**config.mk**
```make
export PLATFORM = sky130hd
export DESIGN_NAME = serial_adder
export DESIGN_NICKNAME = d
export VERILOG_FILES = /design/src/rtl/serial_adder_pkg.sv /design/src/rtl/serial_adder_full_adder.sv /design/src/rtl/serial_adder.sv
export SDC_FILE = /design/constraint.sdc
export NUM_CORES = 1
export LEC_CHECK = 0
export ABC_AREA = 1
export ABC_CLOCK_PERIOD_IN_PS = 1500
export CAP_MARGIN = 20
export CORE_ASPECT_RATIO = 0.5
export CORE_MARGIN = 3
export CORE_UTILIZATION = 26
export CTS_CLUSTER_DIAMETER = 40
export DETAILED_ROUTE_END_ITERATION = 8
export GPL_TIMING_DRIVEN = 1
export PLACE_DENSITY = 0.58
export SYNTH_ARGS = -nofsm -noshare
export SYNTH_HDL_FRONTEND = slang
export SYNTH_HIERARCHICAL = 1
export SYNTH_SLANG_ARGS = --single-unit
```
**constraint.sdc**
```tcl
create_clock -name clk -period 1.5 [get_ports clk]
set_input_delay 0.3 -clock clk [delete_from_list [all_inputs] [get_ports clk]]
set_output_delay 0.3 -clock clk [all_outputs]
set_load 0.02 [all_outputs]
```
**src/rtl/serial_adder_pkg.sv**
```systemverilog
// Shared types and constants for the bit-serial adder.
// Holds the FSM state encoding, the default operand width and the counter-width helper.
package serial_adder_pkg;

    typedef enum logic {
        IDLE = 1'b0,
        RUN  = 1'b1
    } state_t;

    localparam int DEFAULT_WIDTH = 8;

    // Bit-counter width for a given operand width; never narrower than one bit.
    function automatic int cnt_w(input int w);
        return (w < 2) ? 1 : $clog2(w);
    endfunction

endpackage

```
**src/rtl/serial_adder_full_adder.sv**
```systemverilog
// Single-bit full adder cell.
// Used by serial_adder as the bit slice that processes one operand bit pair per clock.
module full_adder (
    input  logic A,
    input  logic B,
    input  logic Cin,
    output logic Sum,
    output logic Cout
);

    assign Sum  = A ^ B ^ Cin;
    assign Cout = (A & B) | (Cin & (A ^ B));

endmodule

```
**src/rtl/serial_adder.sv**
```systemverilog
// Bit-serial WIDTH-bit adder: one full_adder processes one bit pair per clock, LSB first,
// with the carry held in a flop between bits. The result appears WIDTH clocks after start.
module serial_adder
    import serial_adder_pkg::*;
#(
    parameter int WIDTH = DEFAULT_WIDTH
) (
    input  logic             clk,
    input  logic             rst_n,
    input  logic             start,
    input  logic [WIDTH-1:0] a,
    input  logic [WIDTH-1:0] b,
    input  logic             cin,
    output logic             busy,
    output logic             done,
    output logic [WIDTH-1:0] sum,
    output logic             cout
);

    localparam int               CNT_W = cnt_w(WIDTH);
    localparam logic [CNT_W-1:0] LAST  = CNT_W'(WIDTH - 1);

    state_t           state_q, state_d;
    logic [WIDTH-1:0] a_sh_q, a_sh_d;
    logic [WIDTH-1:0] b_sh_q, b_sh_d;
    logic [WIDTH-1:0] s_sh_q, s_sh_d;
    logic [WIDTH-1:0] sum_q, sum_d;
    logic [CNT_W-1:0] cnt_q, cnt_d;
    logic             carry_q, carry_d;
    logic             cout_q, cout_d;
    logic             done_q, done_d;
    logic             fa_sum, fa_cout;

    full_adder u_fa (
        .A   (a_sh_q[0]),
        .B   (b_sh_q[0]),
        .Cin (carry_q),
        .Sum (fa_sum),
        .Cout(fa_cout)
    );

    always_comb begin
        state_d = state_q;
        a_sh_d  = a_sh_q;
        b_sh_d  = b_sh_q;
        s_sh_d  = s_sh_q;
        sum_d   = sum_q;
        cnt_d   = cnt_q;
        carry_d = carry_q;
        cout_d  = cout_q;
        done_d  = 1'b0;

        unique case (state_q)
            IDLE: begin
                if (start) begin
                    a_sh_d  = a;
                    b_sh_d  = b;
                    s_sh_d  = '0;
                    carry_d = cin;
                    cnt_d   = '0;
                    state_d = RUN;
                end
            end
            RUN: begin
                // Sum bits enter at the MSB so the first bit lands in bit 0 after WIDTH shifts.
                a_sh_d  = a_sh_q >> 1;
                b_sh_d  = b_sh_q >> 1;
                s_sh_d  = {fa_sum, s_sh_q[WIDTH-1:1]};
                carry_d = fa_cout;
                cnt_d   = cnt_q + CNT_W'(1);
                if (cnt_q == LAST) begin
                    sum_d   = {fa_sum, s_sh_q[WIDTH-1:1]};
                    cout_d  = fa_cout;
                    done_d  = 1'b1;
                    cnt_d   = '0;
                    state_d = IDLE;
                end
            end
            default: state_d = IDLE;
        endcase
    end

    always_ff @(posedge clk) begin
        if (!rst_n) begin
            state_q <= IDLE;
            a_sh_q  <= '0;
            b_sh_q  <= '0;
            s_sh_q  <= '0;
            sum_q   <= '0;
            cnt_q   <= '0;
            carry_q <= 1'b0;
            cout_q  <= 1'b0;
            done_q  <= 1'b0;
        end else begin
            state_q <= state_d;
            a_sh_q  <= a_sh_d;
            b_sh_q  <= b_sh_d;
            s_sh_q  <= s_sh_d;
            sum_q   <= sum_d;
            cnt_q   <= cnt_d;
            carry_q <= carry_d;
            cout_q  <= cout_d;
            done_q  <= done_d;
        end
    end

    assign busy = (state_q == RUN);
    assign done = done_q;
    assign sum  = sum_q;
    assign cout = cout_q;

endmodule

```
==> flow_metrics.py, run 1 <==
metrics = {
    "timing": {
        "min_period_over_period_pct": 84.0,
        "timing.fmax_mhz": 793,
        "finalMaxSlewViolations": 0,
        "tightest_slew_ns": 0.339,
        "setup_viol": 0,
        "timing.final.crit_period_ns": 1.26,
        "slew_headroom_pct": 77.4,
        "rsz0062_at_grt": "no",
        "finalSetupTns_ns": 0,
        "hold_viol_final": 0,
        "fin_skew_ns": 0.00427,
    },
    "cts": {
        "cts_made_buffers": 5,
        "cts.clk_slew.worst_paths_ns": 0.05,
        "cts_tree": "yes",
        "clock_sinks": 38,
        "cts_root_buf": "clkbuf_16",
        "htreeDepth": 2,
        "cts_setup_buffers": 0,
        "ctsLongestPathBuffers": 2,
        "clk_latency_ns": 0.27,
    },
    "routing": {
        "drtIter0Drc": 73,
        "final_antenna_net_count": 0,
        "num_vias": 1380,
        "dr.pass1.iters": 4,
        "drc": 0,
        "wl_per_cell_um": 10.5,
        "wirelength_mm": 3.26,
        "viasPerCell": 4.42,
    },
    "placement": {
        "place_area_mm2": 0.00193,
        "place_hpwl_mm": 2.33,
        "routabilityCongestion": 0.729,
        "portBuffers": 30,
    },
    "synthesis": {
        "ys.flop_type": "dfxtp_1",
        "synth_common_cells": "64 x nand2_1, 38 x dfxtp_1, 37 x nand3_1",
        "async_reset_ff_share_pct": 0,
        "syn-num-nets": 231,
        "syn-cell-area_mm2": 0.00154,
        "synth_most_common_cell": "nand2_1",
        "syn_avg_cell_area_um2": 7.45,
        "seq_area_frac_synth_pct": 49.3,
        "syn_inst": 207,
        "synth.top_cell.area_share_pct": 49.3,
        "netlist_top_cells_area": "dfxtp_1 49%, nand2_1 16%, nand3_1 12%",
        "yosys.area.top_type": "dfxtp_1",
        "ys_seq_elements": 38,
        "yosysWarnings": 6,
        "ys_types": 17,
        "synth_edf_count": 0,
    },
    "critical_path": {
        "crit_path_max_fanout": 12,
        "criticalPathCategory": "reg2reg",
        "end_kind": "register",
        "startpoint_type": "register",
        "required_ns": 1.71,
        "ff2ff_setup_slack_ns": 0.24,
        "arrival_ns": 1.47,
    },
    "final_layout": {
        "nFillCells": 581,
        "drive_gt1_share_pct": 6.69,
        "final_util_pct": 36.9,
        "layout.nets": 262,
        "synthToLayoutAreaGrowth_pct": 34.1,
        "diodes": 0,
        "design_area_mm2": 0.00207,
    },
    "power": {
        "ir_worst_vdd_mv": 0.379,
        "power_frac_seq_pct": 46.1,
        "power_density_mw_per_mm2": 1120,
        "leakagePower_nw": 1.00,
        "clkPwrFrac_pct": 44.5,
        "p_sw_share_pct": 21.8,
        "p_comb_share_pct": 9.4,
        "p_int_w": 0.00181,
        "switchingPower_w": 0.000502,
    },
    "floorplanning": {
        "initial_utilization_pct": 27.5,
        "coreArea_mm2": 0.00561,
        "die_h_um": 60.5,
        "ioPinCount": 31,
        "die_w_um": 115,
        "die-area_mm2": 0.00695,
        "rows": 19,
    },
    "hold_path": {
        "hold_class": "reg2reg",
    },
    "global_routing": {
        "overflow": 0,
        "antenna_found_initial": 0,
        "grt_pass1_wl_mm": 5.62,
        "grt_pass1_vias": 1257,
        "track_usage_pct": 10.3,
        "grt_max_degree": 35,
    },
    "status": {
        "status": "finished clean",
    },
    "job": {
        "max-cap-violations": 0,
    },
}
==> sequential cells by signal (all words and copies together) (netlist names) <==
register	flops
a_sh_q	8
b_sh_q	8
busy	1
carry_q	1
cnt_q	3
cout	1
done	1
s_sh_q	7
sum	8
==> power groups by stage <==
stage | sequential [W] | combinational (W) | clock, W
global placement | 0.00108 | 0.000219 | 0
detailed placement | 0.00108 | 0.000220 | 0
floorplan | 0.00108 | 0.000128 | 0
finish | 0.00106 | 0.000217 | 0.00103
global route | 0.00107 | 0.000245 | 0.00111
CTS | 0.00106 | 0.000220 | 0.00106
==> layout make-up <==
class / instances / area, um^2 / share of cell area [%]
Multi-Input combinational cell: 136 / 638 / 30.9
Clock inverter: 1 / 5.00 / 0.242
Sequential cell: 38 / 761 / 36.8
Tap cell: 73 / 91.3 / 4.42
Clock buffer: 7 / 143 / 6.90
Inverter: 20 / 75.1 / 3.63
Timing Repair Buffer: 37 / 355 / 17.2
==> what timing repair did <==
| item | 4_1_cts | 5_1_grt |
|---|---|---|
| setup endpoints to repair | 10 | 1 |
| pin swaps | 0 | 0 |
| resized for setup | 10 | 1 |
| cloned | 0 | 0 |
| hold buffers | 0 | 0 |
==> routing by layer <==
metal / vias to the layer above / global-route usage [%] / routed length (um)
met5: - / 0 / 0
met4: 0 / 4.52 / 62
met3: 7 / 3.19 / 168
met2: 25 / 17.8 / 1560
met1: 620 / 12.1 / 1470
li1: 728 / - / -
==> layout by cell type, fill, tap and decap left out, drive strengths merged <==
| cell type | Yosys | layout |
|---|---|---|
| nand2 | 64 | 64 |
| dfxtp | 38 | 38 |
| nand3 | 37 | 37 |
| inv | 20 | 20 |
| clkdlybuf4s50 | 0 | 19 |
| dlygate4sd2 | 0 | 10 |
| nor2 | 9 | 9 |
| o21ai | 9 | 9 |
| buf | 13 | 7 |
| clkbuf | 0 | 7 |
| a21oi | 6 | 6 |
| o22ai | 6 | 6 |
| ha | 3 | 3 |
| and3 | 1 | 1 |
| clkinv | 0 | 1 |
| dlymetal6s2s | 0 | 1 |
| fa | 1 | 1 |
==> final timing paths <==
path / cells after the start / endpoint / startpoint
min: 2 / sum[4] / sum[4]
max: 6 / sum[6] / cnt_q[0]
max reg2reg: 6 / sum[6] / cnt_q[0]
min reg2reg: 2 / sum[4] / sum[4]
==> worst max-delay path, stage by stage (launching register included) <==
cell and delay [ns]:
dfxtp_1 0.32, ha_1 0.22, ha_1 0.18, nand2_1 0.13
buf_4 0.20, nand3_1 0.08, o21ai_1 0.07
==> logic make-up after synthesis <==
kind of cell	Yosys count	synth area share, %
AO/OA/AOI/OAI	21	7.30
AND/OR/NAND/NOR	111	30.3
flip-flops	38	49.3
buffers and inverters	33	9.33
adder cells (fa/ha/maj)	4	3.73
==> metrics by stage <==
step           instances  power [W]  hold slack, ns  worst slack, ns
2_1_floorplan        207    0.00121           0.443            0.290
3_3_place_gp         304    0.00130           0.456           0.0792
3_5_place_dp         304    0.00130           0.461           0.0407
4_1_cts              312    0.00234           0.468           0.0176
5_1_grt              312    0.00242           0.492            0.119
6_report             312    0.00231           0.465            0.240
No activity file was read; power rests on OpenSTA's default activity.
==> inputs of run 2 (changes only) <==
--- a/config.mk
+++ b/config.mk
@@ -6,7 +6,7 @@
 export NUM_CORES = 1
 export LEC_CHECK = 0
 export ABC_AREA = 1
-export ABC_CLOCK_PERIOD_IN_PS = 1500
+export ABC_CLOCK_PERIOD_IN_PS = 1000
 export CAP_MARGIN = 20
 export CORE_ASPECT_RATIO = 0.5
 export CORE_MARGIN = 3
@@ -14,7 +14,7 @@
 export CTS_CLUSTER_DIAMETER = 40
 export DETAILED_ROUTE_END_ITERATION = 8
 export GPL_TIMING_DRIVEN = 1
-export PLACE_DENSITY = 0.58
+export PLACE_DENSITY = 0.6
 export SYNTH_ARGS = -nofsm -noshare
 export SYNTH_HDL_FRONTEND = slang
 export SYNTH_HIERARCHICAL = 1
==> constraint.sdc (replaced) <==
create_clock -name clk -period 1 [get_ports clk]
set_input_delay 0.2 -clock clk [delete_from_list [all_inputs] [get_ports clk]]
set_output_delay 0.2 -clock clk [all_outputs]
set_load 0.02 [all_outputs]
==> run 2 against run 1 <==
Net effect: the run now ends with setup timing left; register-to-register slack got worse by 0.36 ns; sequential share of layout area down 7.2 points; clock power increased by 42%; combinational power up 140%; critical path type unchanged.
==> flow_metrics.py, run 2 (synthesis results as in run 1) <==
metrics = {
    "status": {
        "status": "finished with violations",
        "violations": "setup timing",
    },
    "timing": {
        "slew_headroom_pct": 84.3,
        "setup_viol": 37,
        "rsz0062_at_grt": "yes",
        "tightest_slew_ns": 0.235,
        "timing.fmax_mhz": 895,
        "timing.final.crit_period_ns": 1.12,
        "hold_viol_final": 0,
        "layout_setup_ws_ns": -0.118,
        "finalMaxSlewViolations": 0,
        "min_period_over_period_pct": 112,
        "fin_skew_ns": 0.00474,
    },
    "critical_path": {
        "r2r_start": "cnt_q[0]",
        "arrival_ns": 1.28,
        "cp.buffers_inverters": 1,
        "worst_path_max_delay_cell": "dfxtp_2",
        "criticalPathCategory": "reg2reg",
        "crit_path_max_fanout": 8,
        "crit_top_cell": "ha_4",
        "startpoint_type": "register",
        "startpoint": "cnt_q[0]",
        "path_delay_family": "adder cells",
        "crit_chain": "ha_4 -> ha_4 -> nand2_8 -> clkbuf_16 -> o21ai_1",
        "end_kind": "register",
        "cpPeakStageDelay_ns": 0.33,
        "required_ns": 1.16,
    },
    "cts": {
        "cts_tree": "yes",
        "clk_latency_ns": 0.28,
        "cts_root_buf": "clkbuf_16",
        "ctsHoldBuffers": 0,
        "cts_made_buffers": 5,
        "ctsLongestPathBuffers": 2,
        "clock_sinks": 38,
        "cts.clk_slew.worst_paths_ns": 0.05,
        "htreeDepth": 2,
    },
    "final_layout": {
        "nFillCells": 525,
        "layout.nets": 284,
        "final_cell_mix": "39 x nand2_1, 33 x dfxtp_1, 19 x nand3_2, 19 x buf_4",
        "final_common_cell": "nand2_1",
        "final_cells": 333,
        "design_area_mm2": 0.00261,
        "drive_gt1_share_pct": 44.6,
        "final_util_pct": 46.5,
        "synthToLayoutAreaGrowth_pct": 68.9,
        "diodes": 0,
    },
    "floorplanning": {
        "ioPinCount": 31,
        "die_w_um": 115,
        "coreArea_mm2": 0.00561,
        "rows": 19,
        "initial_utilization_pct": 27.5,
        "die_h_um": 60.5,
        "die-area_mm2": 0.00695,
    },
    "global_routing": {
        "overflow": 0,
        "grt_max_degree": 22,
        "grt_pass1_vias": 1492,
        "grt_pass1_wl_mm": 6.71,
        "antenna_found_initial": 0,
        "track_usage_pct": 12.1,
    },
    "power": {
        "power_density_mw_per_mm2": 1380,
        "leakagePower_nw": 1.28,
        "power.total_w": 0.00360,
        "ir_worst_vdd_mv": 0.854,
    },
    "routing": {
        "final_antenna_net_count": 0,
        "wl_per_cell_um": 12.3,
        "viasPerCell": 4.64,
        "num_vias": 1546,
        "dr.pass1.iters": 4,
        "drc": 0,
        "drtIter0Drc": 74,
        "wirelength_mm": 4.09,
    },
    "hold_path": {
        "min_from": "sum[1]",
        "hold_class": "reg2reg",
    },
    "placement": {
        "portBuffers": 30,
        "place_hpwl_mm": 2.51,
        "dpl.cell_count": 318,
        "routabilityCongestion": 0.767,
        "place_area_mm2": 0.00213,
    },
    "job": {
        "max-cap-violations": 0,
    },
}
run 2: stage by stage:
step	setup TNS [ns]	hold slack [ns]	worst slack, ns
finish	-2.25	0.472	-0.118
global route	-4.46	0.495	-0.169
CTS	-2.01	0.464	-0.111
detailed placement	-10.98	0.462	-0.338
global placement	-10.30	0.455	-0.299
floorplan	-0.308	0.343	-0.0526
run 2: worst paths after layout:
check | endpoint | slack (ns) | depth (start not counted)
setup / recovery | sum[4] | -0.12 | 5
setup reg to reg | sum[4] | -0.12 | 5
hold / removal | sum[1] | 0.47 | 2
hold reg to reg | sum[1] | 0.47 | 2
run 2: metal layers:
metal	vias to the layer above	share of wire (%)	GRT usage (%)
met4	0	0.47	2.51
met5	-	0	0
met1	743	42	14.1
met2	26	54	23.0
met3	3	3.5	3.19
li1	774	-	-
run 2: report_power, final:
group | switching [W] | internal, W | total [W]
logic | 0.000257 | 0.000270 | 0.000527
registers | 0.0000439 | 0.00157 | 0.00161
clock network | 0.000551 | 0.000911 | 0.00146
total | 0.000852 | 0.00275 | 0.00360
run 2: what timing repair did:
item,in CTS,in global routing
endpoints found under the setup margin,47,40
buffers inserted,3,2
pin swaps,12,10
resized for setup,105,29
gates cloned,2,1
run 2: worst min-delay path: stages, from the launching register on:
cell	delay, ns
dfxtp_1	0.30
nand3_1	0.07
o21ai_1	0.05
run 2: area by class of cell:
type | instances | area, um^2 | area share, %
Inverter | 20 | 87.6 | 3.36
Multi-Input combinational cell | 136 | 940 | 36.1
Tap cell | 73 | 91.3 | 3.50
Timing Repair Buffer | 59 | 583 | 22.4
Sequential cell | 38 | 772 | 29.6
Clock buffer | 7 | 133 | 5.09
